**src/rtl/change_dispenser.sv**
```systemverilog
// change_dispenser: greedy coin payout with per-denomination stock and shortfall reporting
module change_dispenser #(
  parameter int STOCK_INIT = 4,
  parameter int STOCK_W = 4
) (
  input  logic               clk,
  input  logic               reset,
  input  logic [3:0]         change_in,
  input  logic               change_valid,
  input  logic               refill,
  output logic [1:0]         coin_out,
  output logic               coin_out_valid,
  input  logic               coin_out_ready,
  output logic               busy,
  output logic               done,
  output logic               short,
  output logic [3:0]         short_amt,
  output logic [STOCK_W-1:0] stock1,
  output logic [STOCK_W-1:0] stock2,
  output logic [STOCK_W-1:0] stock3
);
  typedef enum logic [1:0] {IDLE, SELECT, OFFER, FIN} state_t;
  localparam logic [STOCK_W-1:0] INIT = STOCK_W'(STOCK_INIT);
  localparam logic [STOCK_W-1:0] ONE = STOCK_W'(1);
  state_t state, state_n;
  logic go;
  logic take;
  logic hs;
  logic [3:0] remaining;
  logic [1:0] d;
  assign busy = state != IDLE;
  assign take = state == IDLE && !go && change_valid;
  assign hs = state == OFFER && coin_out_ready;
  // state register
  always_ff @(posedge clk) begin
    if (reset) state <= IDLE;
    else state <= state_n;
  end
  // greedy coin choice and next-state selection
  always_comb begin
    d = (remaining >= 4'd3 && stock3 != '0) ? 2'd3 :
        (remaining >= 4'd2 && stock2 != '0) ? 2'd2 :
        (remaining >= 4'd1 && stock1 != '0) ? 2'd1 : 2'd0;
    state_n = state;
    case (state)
      IDLE:   state_n = go ? SELECT : IDLE;
      SELECT: state_n = (d != 2'd0) ? OFFER : FIN;
      OFFER:  state_n = hs ? SELECT : OFFER;
      FIN:    state_n = IDLE;
      default: state_n = IDLE;
    endcase
  end
  // request capture, coin offer, stock bookkeeping and result flags
  always_ff @(posedge clk) begin
    if (reset) begin
      go <= 1'b0;
      remaining <= 4'd0;
      coin_out <= 2'd0;
      coin_out_valid <= 1'b0;
      done <= 1'b0;
      short <= 1'b0;
      short_amt <= 4'd0;
      stock1 <= INIT;
      stock2 <= INIT;
      stock3 <= INIT;
    end else begin
      go <= take;
      done <= state == SELECT && d == 2'd0;
      if (take) remaining <= change_in;
      if (state == IDLE && refill) begin
        stock1 <= INIT;
        stock2 <= INIT;
        stock3 <= INIT;
      end
      if (state == SELECT && d != 2'd0) begin
        coin_out <= d;
        coin_out_valid <= 1'b1;
      end
      if (state == SELECT && d == 2'd0) begin
        short <= remaining != 4'd0;
        short_amt <= remaining;
      end
      if (hs) begin
        coin_out_valid <= 1'b0;
        remaining <= remaining - {2'b00, coin_out};
        if (coin_out == 2'd1 && stock1 != '0) stock1 <= stock1 - ONE;
        if (coin_out == 2'd2 && stock2 != '0) stock2 <= stock2 - ONE;
        if (coin_out == 2'd3 && stock3 != '0) stock3 <= stock3 - ONE;
      end
    end
  end
endmodule

```
**config.mk**
```make
export PLATFORM = sky130hd
export DESIGN_NAME = change_dispenser
export DESIGN_NICKNAME = d
export VERILOG_FILES = /design/src/rtl/change_dispenser.sv
export SDC_FILE = /design/constraint.sdc
export NUM_CORES = 1
export LEC_CHECK = 0
export CAP_MARGIN = 20
export CORE_MARGIN = 2
export CORE_UTILIZATION = 39
export CTS_CLUSTER_DIAMETER = 100
export DETAILED_ROUTE_END_ITERATION = 8
export MAX_ROUTING_LAYER = met4
export PLACE_DENSITY_LB_ADDON = 0.15
export SYNTH_ARGS = -nofsm -noshare
export SYNTH_HDL_FRONTEND = slang
export SYNTH_SLANG_ARGS = --single-unit
```
**constraint.sdc**
```tcl
create_clock -name clk -period 2.11 [get_ports clk]
set_input_delay 0.5275 -clock clk [delete_from_list [all_inputs] [get_ports clk]]
set_output_delay 0.5275 -clock clk [all_outputs]
set_load 0.01 [all_outputs]
```
==> metrics.md, run 1 <==
| Metric | Value |
|---|---|
| Final worst setup slack | `around 0.053 ns` |
| Total CTS buffers | `3` |
| DRT Pass-1 Iters | `4` |
| Post-synthesis sequential area ratio | `37.77%` |
| Starting DRC count in detailed routing | `69` |
| Rel. slew slack | `71.02%` |
| Leakage | `between 0.7 and 0.8 nW` |
| Syn Std Cell Area | `0.001484 mm^2` |
| DRC errors left | `0` |
| Area of the multi-input gates | `roughly 840 um^2` |
| ANT cells | `0` |
| Crit. End Element | `register` |
| WP data required | `2.30 ns` |
| Clk_skew | `0.006004 ns` |
| Post-route clock period utilization | `between 90% and 100%` |
| Via count | `around 1400` |
| Clk_lat worst skew | `0.27 ns` |
| Worst hold path type | `register to register` |
| Final cell count without fillers | `262` |
| H-tree lvl count | `1` |
| VDD IR max | `0.2837 mV` |
| GR Overflow Total | `0` |
| Setup-failing EPs final | `0` |
| Area leader, netlist | `dfxtp_1` |
| F_max | `between 400 and 500 MHz` |
| Inst Count DP | `257` |
| Most common cell after layout, fill and taps aside | `clkdlybuf4s50_1` |
| Top-area cell type share of the netlist area | `37.77%` |
| Routability cong. | `0.8809` |
| Largest net degree at the start of global routing | `23` |
| Slew Limit Fails | `0` |
| Clock Tree Root | `clkbuf_8` |
| Vias in the first global route | `1261` |
| Final wirelength | `around 3500 um` |
| Most frequent cells in the layout | `clkdlybuf4s50_1, dfxtp_1, nor2_1, a21oi_1, buf_4` |
| PortBufs | `30` |
| Hold Buf Count CTS | `0` |
| Die width | `65.69 um` |
| Core Rows | `22` |
| Cell Chain, Critical Path | `inv_1 -> ha_1 -> or3b_2 -> a222oi_1 -> buf_4 -> a21oi_2 -> a311oi_1` |
| Sink Count | `28` |
| Slowest cell on crit path | `or3b_2` |
| RSZ-0062 raised after global routing | `yes` |
| Status | `finished clean` |
| Share of layout cells above drive strength 1 | `18.22%` |
| Dpl hpwl | `2600 um` |
| Slowest Stage Delay on Critical Path | `0.47 ns` |
| Util after Layout | `54.03%` |
| Register area | `561.8 um^2` |
| Die H | `65.69 um` |
| IO Count | `31` |
| Top cells by area, synth | `dfxtp_1, a21oi_1, ha_1` |
| First-pass GRT wire length | `5685 um` |
| Max-cap violation count | `0` |
| Nets@finish | `230` |
| Pre-CTS setup slack | `0.004556 ns` |
| Vias/cell | `5.271` |
| CP Launch Type | `register` |
| Initial antenna violation count | `0` |
| Yosys synthesis warning count | `0` |
| Clock Pin Slew Worst Setup and Hold Paths | `approximately 0.10 ns` |
| Syn Nets | `188` |
| CP Class | `register to register` |
| Slew @ Worst Pin | `0.4287 ns` |
| Routed Antenna Nets | `0` |
| Async SR Flop Fraction | `0%` |
| Post-route minimum period | `2.057 ns` |
| Post-synth EDFFs | `0` |
| Cell Pwr Density | `around 580 mW/mm^2` |
| Arrival time worst endpoint | `2.25 ns` |
| Initial Utilization | `40.53%` |
| Max FO, Critical Path | `6` |
| Global Route Usage Sum | `~17%` |
| Clk buf depth | `2` |
| Count of cell types in the netlist | `46` |
| Average cell area after synthesis | `8.578 um^2` |
| # fillers | `351` |
| DIE AREA | `0.004315 mm^2` |
| TNS Setup | `0 ns` |
| Hold Vio Cnt, Final | `0` |
| Core Region | `0.003661 mm^2` |
| Synth-to-layout area growth | `33.31%` |
| CTS tree | `built` |
| Post-Syn Instances | `173` |
| Post-synthesis register bit count | `28` |
| Avg WL per Cell | `13.42 um` |
| Ys flop type | `dfxtp_1` |
metrics by stage:
| step | hold WS (ns) | total power, mW | area, um^2 |
|---|---|---|---|
| floorplan | 0.4773 | 0.7280 | 1484 |
| global placement | 0.4550 | 0.8133 | 1912 |
| detailed placement | 0.4636 | 0.8185 | 1912 |
| CTS | 0.4867 | 1.147 | 1967 |
| global route | 0.5083 | 1.204 | 1978 |
| finish | 0.4874 | 1.145 | 1978 |
path summary, 6_finish.rpt:
kind	startpoint	cells past startpoint	slack [ns]	to
setup / recovery	stock3[0]$_SDFF_PP0_	7	0.05	short$_SDFFE_PP0P_
hold / removal	stock1[0]$_SDFF_PP0_	2	0.49	stock1[0]$_SDFF_PP0_
setup reg to reg	stock3[0]$_SDFF_PP0_	7	0.05	short$_SDFFE_PP0P_
hold reg to reg	stock1[0]$_SDFF_PP0_	2	0.49	stock1[0]$_SDFF_PP0_
power breakdown:
part	internal [mW]	switching, mW
combinational	0.115	0.128
sequential	0.548	0.0247
clock	0.167	0.163
total	0.829	0.315
cell families after synthesis:
kind of cell	synth area share, %
XOR/XNOR	1.771
flip-flops	37.77
buffers and inverters	6.071
multiplexers	3.035
AND/OR/NAND/NOR	25.55
adder cells (fa/ha/maj)	5.565
AO/OA/AOI/OAI	20.24
layer usage:
metal,track usage (%),up-vias,share of wire [%]
met4,3.125,0,0.40
met1,21.89,655,46
met2,28.91,25,49
met5,-,-,0
li1,-,699,-
met3,2.568,2,4.0
critical path: cells and delay by family (launching register included):
| family | cells | cell delay [ns] |
|---|---|---|
| AOI/OAI and AO/OA | 3 | 0.67 |
| adders and majority gates | 1 | 0.18 |
| buffers and inverters | 2 | 0.33 |
| DFF | 1 | 0.34 |
| and+or+nand+nor | 1 | 0.47 |
registers in the layout, summed over array words and instances, names as in the netlist:
name,count
coin_out,2
go,1
short_amt,4
stock2,4
coin_out_valid,1
stock3,4
remaining,4
short,1
stock1,4
state,2
done,1
final cells by class:
type	instances	share of cell area [%]
inverters	12	2.277
multi-input cells	124	42.38
clock buffers	4	2.783
repair buffers	46	21.13
well taps	48	3.036
flip-flops and latches	28	28.40
repair_timing:
action | in CTS | in global routing
setup endpoints to repair | 0 | 1
buffers inserted | 0 | 0
resized for setup | 0 | 4
synth_stat cells (2+ instances only):
cell,n
ha_1,5
nand2b_1,3
xnor2_1,2
nor2b_1,4
mux2_2,4
o21ai_0,4
o31ai_1,2
nand4_1,2
or3b_2,4
nor4b_1,2
nand3_1,6
or4_1,2
o21a_1,2
a21bo_2,4
nor2_1,16
nand2_1,10
or3_1,3
dfxtp_1,28
nor4_1,3
inv_1,12
nor3b_1,3
a211oi_1,5
a21oi_1,16
clkbuf_1,7
nor3_1,3
Note: power is estimated with default switching activity, not from simulation.
==> run 2, diff against run 1 <==
Settings changed: CAP_MARGIN 20 to unset.
==> results of run 2 <==
Same layout as run 1: the final DEF is identical, and so are final timing and power.
==> run 3, diff against run 2 <==
Settings changed: HOLD_SLACK_MARGIN set to 0.06.
==> results of run 3 <==
Same layout as run 1: the final DEF is identical, and so are final timing and power.
